--- config.mk ---
export PLATFORM = sky130hd
export DESIGN_NAME = muldiv_unit_flat
export DESIGN_NICKNAME = d
export VERILOG_FILES = /design/src/rtl/muldiv_unit_if.sv /design/src/rtl/muldiv_unit.sv /design/src/flat_wrapper.sv
export SDC_FILE = /design/constraint.sdc
export NUM_CORES = 1
export LEC_CHECK = 0
export BUFFER_PORTS_ARGS = -buffer_cell sky130_fd_sc_hd__buf_2
export CAP_MARGIN = 0
export CORE_ASPECT_RATIO = 0.8
export CORE_MARGIN = 2
export CORE_UTILIZATION = 45
export CTS_BUF_LIST = sky130_fd_sc_hd__clkbuf_4
export CTS_CLUSTER_DIAMETER = 40
export DETAILED_ROUTE_END_ITERATION = 7
export MAX_ROUTING_LAYER = met4
export PLACE_DENSITY_LB_ADDON = 0.2
export RECOVER_POWER = 50
export SLEW_MARGIN = 20
export SYNTH_ARGS = -nofsm -noshare
export SYNTH_HDL_FRONTEND = slang
export SYNTH_SLANG_ARGS = --single-unit
--- constraint.sdc ---
create_clock -name clock -period 3.35 [get_ports clock]
set_clock_uncertainty 0.1 [all_clocks]
set_input_delay 0.5025 -clock clock [delete_from_list [all_inputs] [get_ports clock]]
set_output_delay 0.5025 -clock clock [all_outputs]
set_load 0.03 [all_outputs]
--- src/rtl/muldiv_unit_if.sv ---
// Handshake, operand and HI/LO result bundle for muldiv_unit.
// The CPU datapath is the master; the unit itself is the slave.
interface muldiv_unit_if #(
    parameter int WIDTH = 32
);
    logic             start;
    logic [1:0]       op;
    logic [WIDTH-1:0] a;
    logic [WIDTH-1:0] b;
    logic             wr_hi;
    logic             wr_lo;
    logic [WIDTH-1:0] wr_data;
    logic             busy;
    logic             done;
    logic             div_zero;
    logic [WIDTH-1:0] hi;
    logic [WIDTH-1:0] lo;

    modport master (
        output start, op, a, b, wr_hi, wr_lo, wr_data,
        input  busy, done, div_zero, hi, lo
    );

    modport slave (
        input  start, op, a, b, wr_hi, wr_lo, wr_data,
        output busy, done, div_zero, hi, lo
    );
endinterface

--- src/rtl/muldiv_unit.sv ---
// Multi-cycle MULT/MULTU/DIV/DIVU unit with HI/LO registers and MTHI/MTLO port.
// Fixed WIDTH+2 cycle latency: shift-add multiply or restoring divide on magnitudes.
module muldiv_unit #(
    parameter int WIDTH = 32
) (
    input logic          clock,
    input logic          reset,
    muldiv_unit_if.slave bus
);
    localparam int CW = $clog2(WIDTH);

    localparam logic [1:0] IDLE = 2'd0;
    localparam logic [1:0] RUN  = 2'd1;
    localparam logic [1:0] FIX  = 2'd2;

    logic [1:0]         state;
    logic [CW-1:0]      count;
    logic               is_div;
    logic               neg_lo;
    logic               neg_hi;
    logic [WIDTH-1:0]   mag_b;
    logic [2*WIDTH-1:0] acc;
    logic [WIDTH-1:0]   hi_q;
    logic [WIDTH-1:0]   lo_q;
    logic               done_q;
    logic               div_zero_q;

    logic               a_neg;
    logic               b_neg;
    logic [WIDTH-1:0]   abs_a;
    logic [WIDTH-1:0]   abs_b;
    logic [WIDTH:0]     mul_sum;
    logic [WIDTH:0]     div_trial;
    logic [2*WIDTH-1:0] step_next;
    logic [WIDTH-1:0]   fix_hi;
    logic [WIDTH-1:0]   fix_lo;

    // The most negative value negates to itself, which is its correct unsigned magnitude.
    always_comb begin
        // NOTE: every always_comb output gets a default first so no path leaves it unassigned (no latch).
        a_neg     = ~bus.op[0] & bus.a[WIDTH-1];
        b_neg     = ~bus.op[0] & bus.b[WIDTH-1];
        abs_a     = a_neg ? -bus.a : bus.a;
        abs_b     = b_neg ? -bus.b : bus.b;
        mul_sum   = {1'b0, acc[2*WIDTH-1:WIDTH]} + (acc[0] ? {1'b0, mag_b} : '0);
        div_trial = acc[2*WIDTH-1:WIDTH-1] - {1'b0, mag_b};
        step_next = {mul_sum, acc[WIDTH-1:1]};
        if (is_div) begin
            step_next = {(div_trial[WIDTH] ? acc[2*WIDTH-2:WIDTH-1] : div_trial[WIDTH-1:0]),
                         acc[WIDTH-2:0], ~div_trial[WIDTH]};
        end
        fix_hi = '0;
        fix_lo = '0;
        if (is_div) begin
            fix_lo = neg_lo ? -acc[WIDTH-1:0] : acc[WIDTH-1:0];
            fix_hi = neg_hi ? -acc[2*WIDTH-1:WIDTH] : acc[2*WIDTH-1:WIDTH];
        end else begin
            {fix_hi, fix_lo} = neg_lo ? -acc : acc;
        end
    end

    always_ff @(posedge clock) begin
        if (reset) begin
            state      <= IDLE;
            count      <= '0;
            is_div     <= 1'b0;
            neg_lo     <= 1'b0;
            neg_hi     <= 1'b0;
            mag_b      <= '0;
            acc        <= '0;
            hi_q       <= '0;
            lo_q       <= '0;
            done_q     <= 1'b0;
            div_zero_q <= 1'b0;
        end else begin
            done_q     <= 1'b0;
            div_zero_q <= 1'b0;
            case (state)
                IDLE: begin
                    if (bus.wr_hi) hi_q <= bus.wr_data;
                    if (bus.wr_lo) lo_q <= bus.wr_data;
                    if (bus.start) begin
                        if (bus.op[1] && bus.b == '0) begin
                            done_q     <= 1'b1;
                            div_zero_q <= 1'b1;
                        end else begin
                            is_div <= bus.op[1];
                            neg_lo <= a_neg ^ b_neg;
                            neg_hi <= a_neg;
                            mag_b  <= abs_b;
                            acc    <= {{WIDTH{1'b0}}, abs_a};
                            count  <= '0;
                            state  <= RUN;
                        end
                    end
                end
                RUN: begin
                    acc   <= step_next;
                    count <= count + CW'(1);
                    if (count == CW'(WIDTH - 1)) state <= FIX;
                end
                FIX: begin
                    hi_q   <= fix_hi;
                    lo_q   <= fix_lo;
                    done_q <= 1'b1;
                    state  <= IDLE;
                end
                default: state <= IDLE;
            endcase
        end
    end

    assign bus.busy     = (state != IDLE);
    assign bus.done     = done_q;
    assign bus.div_zero = div_zero_q;
    assign bus.hi       = hi_q;
    assign bus.lo       = lo_q;
endmodule

--- src/flat_wrapper.sv ---
// flat-port wrapper written by rule: the top's interface ports become plain ports
module muldiv_unit_flat 
#(
    parameter int WIDTH = 32
)
  (clock, reset, bus_start, bus_op, bus_a, bus_b, bus_wr_hi, bus_wr_lo, bus_wr_data, bus_busy, bus_done, bus_div_zero, bus_hi, bus_lo);
  muldiv_unit_if #(.WIDTH(WIDTH)) bus_i ();
  input logic clock;
  input logic reset;
  input wire logic [$bits(bus_i.start)-1:0] bus_start;
  input wire logic [$bits(bus_i.op)-1:0] bus_op;
  input wire logic [$bits(bus_i.a)-1:0] bus_a;
  input wire logic [$bits(bus_i.b)-1:0] bus_b;
  input wire logic [$bits(bus_i.wr_hi)-1:0] bus_wr_hi;
  input wire logic [$bits(bus_i.wr_lo)-1:0] bus_wr_lo;
  input wire logic [$bits(bus_i.wr_data)-1:0] bus_wr_data;
  output wire logic [$bits(bus_i.busy)-1:0] bus_busy;
  output wire logic [$bits(bus_i.done)-1:0] bus_done;
  output wire logic [$bits(bus_i.div_zero)-1:0] bus_div_zero;
  output wire logic [$bits(bus_i.hi)-1:0] bus_hi;
  output wire logic [$bits(bus_i.lo)-1:0] bus_lo;
  assign bus_i.start = bus_start;
  assign bus_i.op = bus_op;
  assign bus_i.a = bus_a;
  assign bus_i.b = bus_b;
  assign bus_i.wr_hi = bus_wr_hi;
  assign bus_i.wr_lo = bus_wr_lo;
  assign bus_i.wr_data = bus_wr_data;
  assign bus_busy = bus_i.busy;
  assign bus_done = bus_i.done;
  assign bus_div_zero = bus_i.div_zero;
  assign bus_hi = bus_i.hi;
  assign bus_lo = bus_i.lo;
  muldiv_unit #(.WIDTH(WIDTH)) u_core (.clock(clock), .reset(reset), .bus(bus_i));
endmodule
* After elaboration in Yosys (flattened, before gate mapping) *
Cells that the tools add are included.
Widths: inputs -> output; s select.

operators by class
  $add $sub $neg = 8
  reductions and logical operators = 12
  divide/modulo/power cells = 0
  multiplexer cells = 27
  bitwise logic cells = 7
  shift-type cells = 0
  multipliers = 0
  eq/ne operators = 8
  $lt $le $gt $ge = 0

operators by type and width
  kind                 count
  $mux 32              10
  $mux 64              4
  $neg 32->32          4
  $pmux 32 s2          2
  $pmux 64 s2          1
  $neg 64->64          1
  $add 32x33->33       1
  $sub 33x32->33       1
  $logic_not 32->1     1
  $mux 5               2
  $pmux 5 s2           1
  $reduce_and 3->1     3
  $ne 2x2->1 const B   4
  $mux 2               3
  $reduce_bool 2->1    3
  $add 5x1->5 const B  1
  $eq 5x5->1 const B   1
  $not 1->1            4
  $pmux 2 s2           1
  $reduce_and 2->1     2
  $and 1x1->1          2
  $eq 2x1->1 const B   1
  $eq 2x2->1 const B   1
  $logic_not 2->1      1
  other kinds (6)      7

storage, ports and cells
  word-level logic and storage cells = 73
  input port bits = 103
  register bits after elaboration = 172
  output and inout bits = 67
  bits in read-only memories = 0
  memories = 0
  bits in latches = 0
  RAM bits = 0

* Longest topological paths before layout *
  depth after elaboration = 6
  depth in mapped cells = 14

* Worst setup path before layout *
No wires, ideal clock.

  path type = flip-flop to flip-flop
  from = reg u_core.acc[31]
  to = reg u_core.acc[52]
  arrival time = 3.248 ns
  required time = 3.119 ns
  path buffers = 2
  setup time = 0.131 ns
  clock period less this slack = 3.480 ns
  path slack = -0.130 ns
  cell stages (with the launch flop) = 15
  cell sequence = dfxtp_1 inv_1 ha_1 fa_1 nor2b_1 o31ai_1 a31oi_1 a211o_1 a211oi_1 xnor2_1 buf_2 buf_1 nor2_1 a211oi_1 o21ai_0

between the ends
  longest elaborated chain between the ends = 4

ends and longest elaborated chain
  element                 line               RTL
  from (decl)             muldiv_unit.sv:22  logic [2*WIDTH-1:0] acc;
  from (signal assigned)  muldiv_unit.sv:91  acc <= {{WIDTH{1'b0}}, abs_a};
  from (signal assigned)  muldiv_unit.sv:98  acc <= step_next;
  $sub 33x32->33          muldiv_unit.sv:46  div_trial = acc[2*WIDTH-1:WIDTH-1] - {1'b0, mag_b};
  $mux 32                 muldiv_unit.sv:49  step_next = {(div_trial[WIDTH] ? acc[2*WIDTH-2:WIDTH-1] : div_trial[WIDTH-1:0]),
  $mux 64                 muldiv_unit.sv:48  if (is_div) begin
  $pmux 64 s2             muldiv_unit.sv:78  case (state)

No other way between the ends.
A chain may end at the register's enable or synchronous reset.

* Worst setup path in the final report *
  from = reg u_core.acc[0]
  to = reg u_core.acc[59]

between the ends
  longest elaborated chain between the ends = 4

ends and longest elaborated chain
  element         line               RTL
  $mux 32         muldiv_unit.sv:45  mul_sum = {1'b0, acc[2*WIDTH-1:WIDTH]} + (acc[0] ? {1'b0, mag_b} : '0);
  $add 32x33->33  muldiv_unit.sv:45
  $mux 64         muldiv_unit.sv:48
  $pmux 64 s2     muldiv_unit.sv:78

No other way between the ends.

==> run_results.csv <==
group,metric,value,unit
run_status,status,"finished with violations",
run_status,violations,"max-capacitance violations, max-slew violations",
cells_and_area,nNetsFinal,2340,
logic_synthesis,netlist_area,0.0141,mm^2
drt,final_antenna_net_count,0,
timing,tns,0,ns
drt,wl_per_cell,20.1,um
placement,post-place-ws,-0.109,ns
floorplan,coreArea,0.0312,mm^2
placement,placed_area,0.0164,mm^2
timing,worst_pin_slew,1.56,ns
placement,dp_cells,2552,
drt,drt-initial-drc-count,1686,
cells_and_area,seqCellArea,0.00346,mm^2
cts,cts-root-buf,"clkbuf_4",
logic_synthesis,async_flop_share,0,%
logic_synthesis,synth_edf_count,0,
timing,relSlewSlack,-3.89,%
floorplan,ioPinCount,170,
worst_setup_path,crit_chain,"inv_4 -> nor2_1 -> ha_1 -> a21oi_1 -> and2_1 -> o21ai_0 -> o21ai_1 -> a31oi_2 -> o22ai_2 -> o21ai_1 -> buf_4 -> mux2_2 -> o41ai_2",
logic_synthesis,yosysSeqAreaShare,24.3,%
cts,clk_pin_slew,0.17,ns
drt,vias,15300,
worst_setup_path,cp_slowest_cell,"o21ai_0",
worst_hold_path,hold_class,"input port to register",
timing,grt_setup_unrepaired,"true",
cells_and_area,utilization,54.6,%
cells_and_area,stdcell_count,2598,
drt,drt_wl_total,52200,um
floorplan,chipHeight,163,um
cells_and_area,multi_input_area,0.0101,mm^2
cts,clockBufferDepth,2,
grt,grtUsageTotal,31.2,%
drt,post-route-drc-count,0,
drt,post_drt_via_cell_ratio,5.87,
cells_and_area,syn_to_final_growth,20.4,%
timing,layout_setup_ws,0.0840,ns
worst_setup_path,start_kind,"register",
placement,io_buffers,169,
placement,routabilityCongestion,0.972,
worst_setup_path,critPathKind,"register to register",
worst_setup_path,cpMostUsedCell,"o21ai_1",
logic_synthesis,syn_nets,2080,
logic_synthesis,synth_ff_type,"dfxtp_1",
cts,clock-sinks,172,
run,cap_violations,1,
timing,maxSlewViolCount,18,
grt,grt_overflow,0,
logic_synthesis,netlist_instances,1905,
timing,setup_viol,0,
logic_synthesis,yosysUniqueCellTypes,85,
cells_and_area,layout_common_cells,"nor2_1 (250), buf_4 (182), nand2_1 (180), a21oi_1 (179), dfxtp_1 (166)",
placement,hpwl,40500,um
drt,first_pass_iters,6,
cells_and_area,mostFrequentLayoutCell,"nor2_1",
cells_and_area,drive_above_1_share,19.2,%
power_and_ir_drop,ir_worst_vdd,0.192,mV
cells_and_area,fillers,3116,
floorplan,dieArea,0.0329,mm^2
cts,cts_tree,"done",
cts,cts-htree-levels,4,
worst_setup_path,arrival,3.71,ns
grt,grt_pass1_vias,13600,
cts,numCtsBuffers,17,
logic_synthesis,synth_seq_cells,172,
floorplan,start_util,45.3,%
worst_setup_path,crit_fanout,9,
floorplan,rows,58,
timing,hold_violations,0,
grt,antenna_found_initial,1,
cells_and_area,design_area,0.0170,mm^2
timing,fmax,306,MHz
timing,post-route-min-period,3.27,ns
worst_setup_path,cpPeakStageDelay,0.53,ns
timing,finalCritPeriodShare,97.5,%
grt,grt_max_degree,81,
worst_setup_path,required,3.79,ns
power_and_ir_drop,leakagePower,0.00701,uW
power_and_ir_drop,powerDensity,338,mW/mm^2
floorplan,die_w,202,um
logic_synthesis,synth_warnings,0,
cts,clock_latency,0.64,ns
grt,grt_pass1_wl,77700,um
logic_synthesis,avgSynthCellArea,7.43,um^2
worst_setup_path,end_kind,"register",
repair_timing:
action,4_1_cts,5_1_grt
setup endpoints to repair,11,37
hold buffers,1,0
resized for setup,8,64
gates cloned,0,2
buffers inserted,0,11
pin swaps,4,14
hold endpoints to repair,1,0
cells by family (layout without fill, tap and decap cells):
kind of cell             Yosys count  in the layout  share of synthesized area, %
AND/OR/NAND/NOR                  656            656                          21.6
AO/OA/AOI/OAI                    594            594                          27.3
buffers and inverters            191            463                          6.19
flip-flops                       172            172                          24.3
XOR/XNOR                         169            169                          10.5
adder cells (fa/ha/maj)           72             72                          6.47
multiplexers                      51             51                          3.63
other                              0              1                             0
registers in the layout (all words and copies together), names as in the netlist:
register / cells
u_core.acc: 64
u_core.bus.div_zero: 1
u_core.bus.done: 1
u_core.bus.hi: 32
u_core.bus.lo: 32
u_core.count: 5
u_core.is_div: 1
u_core.mag_b: 32
u_core.neg_hi: 1
u_core.neg_lo: 1
u_core.state: 2
path summary, 6_finish.rpt:
check,from,endpoint,slack (ns),cells past startpoint
setup / recovery,u_core.acc[0]$_SDFFE_PP0P_,u_core.acc[59]$_SDFFE_PP0P_,0.08,13
hold / removal,reset,u_core.mag_b[12]$_SDFFE_PP0P_,0.01,2
setup reg to reg,u_core.acc[0]$_SDFFE_PP0P_,u_core.acc[59]$_SDFFE_PP0P_,0.08,13
hold reg to reg,u_core.bus.hi[1]$_SDFFE_PP0P_,u_core.bus.hi[1]$_SDFFE_PP0P_,0.38,2
layout make-up:
class | count | area share, %
Tap cell | 420 | 3.08
Antenna cell | 1 | 0.0147
Sequential cell | 172 | 20.3
Clock buffer | 17 | 0.749
Timing Repair Buffer | 368 | 13.8
Inverter | 64 | 1.42
Clock inverter | 14 | 1.13
Multi-Input combinational cell | 1542 | 59.5
per-layer routing:
layer	share of wire (%)	track usage [%]	wire length (um)	up-vias
met1	49	46.2	25500	7165
met2	40	43.2	21200	630
met3	9.4	6.88	4910	51
met4	1.2	5.97	650	0
met5	0	-	0	-
li1	-	-	-	7415
per-stage QoR:
stage / hold slack [ns] / power [uW]
after global placement: 0.344 / 4240
after floorplan: 0.339 / 3550
after detailed placement: 0.356 / 4270
after CTS: 0.00406 / 5670
after global routing: 0.00740 / 6020
final: 0.0109 / 5760
synthesized netlist by cell type, types with 5 or more instances:
| master | n | share of area (%) |
|---|---|---|
| nand2_1 | 180 | 4.8 |
| ha_1 | 70 | 6.2 |
| or2_2 | 12 | 0.53 |
| a311oi_1 | 14 | 0.87 |
| o21bai_1 | 7 | 0.37 |
| a31oi_1 | 15 | 0.66 |
| or4_1 | 12 | 0.64 |
| o21ai_0 | 100 | 3.5 |
| buf_1 | 9 | 0.24 |
| or4_2 | 5 | 0.31 |
| o21a_1 | 15 | 0.80 |
| nor4_1 | 16 | 0.71 |
| a21o_1 | 24 | 1.3 |
| o22ai_1 | 7 | 0.31 |
| a2111oi_0 | 10 | 0.62 |
| o41ai_1 | 10 | 0.62 |
| a21oi_1 | 182 | 6.4 |
| buf_2 | 7 | 0.25 |
| xnor2_1 | 88 | 5.4 |
| o211ai_1 | 32 | 1.7 |
| nand3_1 | 30 | 1.1 |
| o31ai_1 | 27 | 1.4 |
| nor2_1 | 254 | 6.7 |
| clkbuf_8 | 8 | 0.78 |
| a221o_1 | 7 | 0.50 |
| and2_1 | 8 | 0.35 |
| dfxtp_1 | 172 | 24 |
| nand2b_1 | 9 | 0.40 |
| a22oi_1 | 14 | 0.74 |
| nor2b_1 | 19 | 0.84 |
| a211oi_1 | 82 | 4.4 |
| nor3_1 | 44 | 1.6 |
| a211o_1 | 8 | 0.50 |
| nand4_1 | 12 | 0.53 |
| inv_1 | 63 | 1.7 |
| clkbuf_1 | 92 | 2.4 |
| xor2_1 | 81 | 5.0 |
| buf_6 | 5 | 0.40 |
| o31a_1 | 7 | 0.43 |
| or3_1 | 14 | 0.62 |
| and3_1 | 13 | 0.57 |
| mux2i_1 | 49 | 3.5 |
where the power goes:
group / switching [uW] / leakage [uW] / internal [uW]
registers: 112 / 0.00142 / 2180
logic: 1240 / 0.00544 / 795
clock network: 840 / 0.000161 / 592
total: 2190 / 0.00701 / 3570
critical path: cells and delay by family (launching register included):
kind / cells / cell delay [ns]
AOI/OAI and AO/OA: 7 / 1.56
and+or+nand+nor: 2 / 0.22
DFF: 1 / 0.38
buffers and inverters: 2 / 0.24
muxes: 1 / 0.33
adders and majority gates: 1 / 0.34
(Power assumes the default switching activity.)
